## src/rtl/counter_pkg.sv

```systemverilog
// Shared helpers for the JK-based modulo counters.
package counter_pkg;

  // Load value limited to the largest legal count.
  function automatic int unsigned clamp_load(input int unsigned val, input int unsigned maxv);
    return (val > maxv) ? maxv : val;
  endfunction

endpackage

```

## src/rtl/jk_stage.sv

```systemverilog
// Single-bit JK register with asynchronous active-high preset to PRESET_VAL.
module jk_stage #(
  parameter logic PRESET_VAL = 1'b0
) (
  input  logic clk,
  input  logic preset,
  input  logic j,
  input  logic k,
  output logic q
);

  logic q_q;
  logic q_d;

  // JK characteristic equation: hold, reset, set, toggle.
  always_comb begin
    q_d = q_q;
    unique case ({j, k})
      2'b01:   q_d = 1'b0;
      2'b10:   q_d = 1'b1;
      2'b11:   q_d = ~q_q;
      default: q_d = q_q;
    endcase
  end

  // Storage bit; preset forces the reset value regardless of clk.
  always_ff @(posedge clk or posedge preset) begin
    if (preset) q_q <= PRESET_VAL;
    else        q_q <= q_d;
  end

  assign q = q_q;

endmodule

```

## src/rtl/jk_mod_counter.sv

```systemverilog
// Modulo-N up/down counter: next state -> JK excitation -> one JK stage per bit.
module jk_mod_counter
  import counter_pkg::*;
#(
  parameter int unsigned WIDTH   = 4,
  parameter int unsigned MODULUS = 10
) (
  input  logic             clk,
  input  logic             preset,
  input  logic             sclr,
  input  logic             load,
  input  logic [WIDTH-1:0] d,
  input  logic             en,
  input  logic             up,
  output logic [WIDTH-1:0] q,
  output logic             tc,
  output logic             wrap
);

  localparam logic [WIDTH-1:0] MAXV = WIDTH'(MODULUS - 1);

  // Reject widths the 32-bit load clamp cannot cover and moduli outside 2..2^WIDTH.
  if (WIDTH < 1 || WIDTH > 31 || MODULUS < 2 || 64'(MODULUS) > (64'd1 << WIDTH)) begin : g_bad_param
    $error("jk_mod_counter: illegal WIDTH/MODULUS combination");
  end

  logic [WIDTH-1:0] n_c;
  logic [WIDTH-1:0] j_c;
  logic [WIDTH-1:0] k_c;
  logic             wrap_d;
  logic             wrap_q;

  // Desired next count; out-of-range states step to the wrap target.
  always_comb begin
    n_c = q;
    if (sclr) begin
      n_c = '0;
    end else if (load) begin
      n_c = WIDTH'(clamp_load(32'(d), MODULUS - 1));
    end else if (en && up) begin
      n_c = (q >= MAXV) ? '0 : q + WIDTH'(1);
    end else if (en) begin
      n_c = (q == '0 || q > MAXV) ? MAXV : q - WIDTH'(1);
    end
  end

  // Excitation: set bits that must rise, reset bits that must fall, never toggle.
  always_comb begin
    j_c = n_c & ~q;
    k_c = ~n_c & q;
  end

  // Terminal count gated only by en; wrap only when the count actually steps.
  always_comb begin
    tc     = en & ((up & (q == MAXV)) | (~up & (q == '0)));
    wrap_d = tc & ~sclr & ~load;
  end

  // One-cycle wrap pulse; preset cancels any pending pulse.
  always_ff @(posedge clk or posedge preset) begin
    if (preset) wrap_q <= 1'b0;
    else        wrap_q <= wrap_d;
  end

  assign wrap = wrap_q;

  for (genvar i = 0; i < int'(WIDTH); i++) begin : g_stage
    jk_stage #(
      .PRESET_VAL(MAXV[i])
    ) u_stage (
      .clk   (clk),
      .preset(preset),
      .j     (j_c[i]),
      .k     (k_c[i]),
      .q     (q[i])
    );
  end

endmodule

```

## config.mk

```make
export PLATFORM = sky130hd
export DESIGN_NAME = jk_mod_counter
export DESIGN_NICKNAME = d
export VERILOG_FILES = /design/src/rtl/counter_pkg.sv /design/src/rtl/jk_stage.sv /design/src/rtl/jk_mod_counter.sv
export SDC_FILE = /design/constraint.sdc
export NUM_CORES = 1
export LEC_CHECK = 0
export ABC_CLOCK_PERIOD_IN_PS = 2900
export BUFFER_PORTS_ARGS = -buffer_cell sky130_fd_sc_hd__buf_4
export CORE_AREA = 2 2 39 41
export DETAILED_ROUTE_END_ITERATION = 8
export DIE_AREA = 0 0 41 43
export PLACE_DENSITY = 0.8
export SLEW_MARGIN = 20
export SYNTH_ARGS = -nofsm -noshare
export SYNTH_HDL_FRONTEND = slang
export SYNTH_SLANG_ARGS = --single-unit
```

## constraint.sdc

```tcl
create_clock -name clk -period 2.9 [get_ports clk]
set_input_delay 0.145 -clock clk [delete_from_list [all_inputs] [get_ports clk]]
set_output_delay 0.145 -clock clk [all_outputs]
set_load 0.01 [all_outputs]
```

==> metrics.md <==
| Metric | Value |
|---|---|
| Total iterations of the first detailed-routing run | `4` |
| Flops & latches, synth | `5` |
| # setup viols final | `0` |
| Crit Path Max Fanout | `9` |
| Minimum clock period | `2610 ps` |
| CTS Sinks | `5` |
| First-pass GRT wire length | `around 2300 um` |
| Most frequent cells in the layout | `buf_4, inv_1, ha_1` |
| Critical path class | `flip-flop to flip-flop` |
| Vias | `between 600 and 700` |
| DR WL/cell | `about 13 um` |
| Post-layout net count | `104` |
| Post-synth EDFFs | `0` |
| CP most frequent cell | `ha_1` |
| CTS Buf Count | `3` |
| Most common cell after layout, fill and taps aside | `buf_4` |
| Sequential element share of the synthesized area | `roughly a fifth` |
| Final Hold Viols | `0` |
| Share of layout cells above drive strength 1 | `between 30% and 40%` |
| CTS max path bufs | `2` |
| DRC Markers | `0` |
| Power Density | `791 nW/um2` |
| Total Power | `roughly 590 uW` |
| Worst r2r dst | `g_stage[1].u_stage.q` |
| Switching Fraction | `about 44%` |
| Max stage delay on crit path | `between 600 and 700 ps` |
| H-tree level count | `1` |
| CP Buf/Inv Count | `1` |
| Largest cells by area after synthesis | `ha_1, dfrtp_1, dfstp_2` |
| Synth cell types | `31` |
| Grt ovf | `0` |
| Worst skew pair latency | `approximately 250 ps` |
| Initial DRC count | `32` |
| Dpl hpwl | `1050 um` |
| Syn. warnings | `0` |
| Yosys top cell area share | `16.3%` |
| Area Overhead vs Synth | `21.0%` |
| TritonCTS clock tree | `done` |
| Number of I/O port buffers | `15` |
| Register Area | `about 130 um2` |
| Slowest CP cell | `dfstp_2` |
| CP arrival | `approximately 2700 ps` |
| Seq pwr share | `roughly 27%` |
| Hold EP | `wrap` |
| Die area | `between 1500 and 2000 um2` |
| Fill count | `between 100 and 150` |
| Die X-Extent | `about 41 um` |
| NetSw | `about 260 uW` |
| Status | `completed` |
| Worst reg2reg setup slack | `290 ps` |
| Clock transition at path regs | `50 ps` |
| N_diodes | `0` |
| Final WL | `roughly 1300 um` |
| Gate power share | `59.1%` |
| Crit path max-delay family | `flip-flops` |
| Slew Viols, Final | `0` |
| FF-to-FF Start | `g_stage[0].u_stage.q` |
| Final Cycle Share | `89.9%` |
| Post-DRT Antenna Nets | `0` |
| Hold_sp | `sclr` |
| Die height | `roughly 43 um` |
| Initial Utilization | `approximately 44%` |
| Area leader, netlist | `ha_1` |
| Initial antenna violation count | `0` |
| Worst endpoint required time | `roughly 3000 ps` |
| Cell area after synthesis | `between 600 and 700 um2` |
| I/O pin count | `16` |
| Vias per cell | `just under 6` |
| Max transition margin | `around 76%` |
| Worst hold path depth | `2` |
| Post-synthesis net count | `89` |
| Top_reg_cell synth | `dfrtp_1` |
| Fmax | `~380 MHz` |
| Lkg Pwr | `about 0.00035 uW` |
| GP Congestion | `roughly 0.9` |
| Cell Rows | `14` |
| Multi-input gate area | `roughly 410 um2` |
| Max Cap Violations | `0` |
| GRT Util Overall | `a little under a fifth` |
| Worst r2r path cells | `9` |
| Setup_tns | `0 ps` |
| Hold-fix buffers, CTS | `1` |
| Postcts setup bufs | `0` |
| Worst path cell trace | `inv_1, ha_1, nor2b_1, o22ai_2, nor3b_1, a211oi_1, o41ai_1, ha_1, mux2_2` |
| Clock root buffer | `clkbuf_4` |
| Vias in the first global route | `538` |
| Peak VDD IR | `roughly 0.50 mV` |
| Async set-reset flop share out of synthesis | `between 90% and 100%` |
| Clock Skew | `approximately 10 ps` |
| Clock Power Share | `about 14%` |
| Setup crit start kind | `flip-flop` |
| Largest net degree at the start of global routing | `15` |
| Worst min path class | `primary input to flip-flop` |
| Area of the core | `1380 um2` |
| Internal power | `~330 uW` |
| Post-CTS sizing | `0` |
| Syn_area_per_cell | `8.64 um2` |
| Synthesized instance count | `~70` |
| RSZ-0062 raised after global routing | `no` |
| Worst Tran Pin Value | `between 300 and 400 ps` |
| Crit path capture type | `flip-flop` |
==> metrics by stage <==
step                      cells  setup WS [ps]  cell area (um2)  hold slack [ps]  utilization (%)
final                       101            293              742              135             53.6
after global placement       96            329              706             54.2             51.0
after CTS                   101            295              742              122             53.6
after detailed placement     96            318              706             57.0             51.0
after floorplan              71            512              613            -77.9                -
after global routing        101            103              742              123             53.6
==> synth_stat cells (all sizes together), types with 3 or more instances <==
master	number
dfrtp	3
a21oi	5
mux2	4
ha	8
inv	10
buf	5
nor2	3
nand2	4
a31oi	3
==> layer usage <==
metal	GRT usage (%)	part of all wire (%)	vias to the layer above
met5	0	0	-
met4	6.67	0.45	0
met3	5.24	8.4	2
met2	27.5	51	34
met1	24.6	41	278
li1	-	-	287
==> kinds of logic after synthesis <==
kind of cell	Yosys count	synth area share [%]
buf+inv	16	12.7
mux	4	7.35
fa+ha+maj	8	16.3
simple gates	17	15.3
flops	5	20.8
compound gates	21	27.6
==> sequential cells by signal (all words and copies together) (netlist names) <==
register,flops
g_stage.u_stage.q,4
wrap,1
==> worst register-to-register path, stage by stage, from the launching register on <==
cell	delay [ps]
dfstp_2	620
inv_1	110
ha_1	210
nor2b_1	140
o22ai_2	220
nor3b_1	230
a211oi_1	80
o41ai_1	320
ha_1	290
mux2_2	270
==> how the worst max path moves through the flow <==
stage,from,endpoint,slack (ps),cells after the start
final,g_stage[0].u_stage.q,g_stage[1].u_stage.q,290,9
after global routing,g_stage[0].u_stage.q,g_stage[1].u_stage.q,100,9
after CTS,g_stage[0].u_stage.q,g_stage[1].u_stage.q,300,9
after detailed placement,g_stage[0].u_stage.q,g_stage[1].u_stage.q,320,9
after global placement,g_stage[0].u_stage.q,g_stage[1].u_stage.q,330,9
after floorplan,g_stage[0].u_stage.q,g_stage[1].u_stage.q,510,9
==> power by group through the flow <==
| stage | registers [uW] | logic (uW) | clock network (uW) |
|---|---|---|---|
| global route | 162 | 386 | 94.8 |
| finish | 157 | 347 | 82.7 |
| global placement | 155 | 341 | 0 |
| detailed placement | 157 | 343 | 0 |
| floorplan | 131 | 296 | 0 |
| CTS | 156 | 345 | 85.9 |
==> layout make-up <==
type | count | share of cell area [%]
Multi-Input combinational cell | 50 | 55.0
Tap cell | 16 | 2.70
Sequential cell | 5 | 17.2
Timing Repair Buffer | 16 | 16.5
Inverter | 10 | 5.06
Clock buffer | 4 | 3.54
No activity file was read; power rests on OpenSTA's default activity.
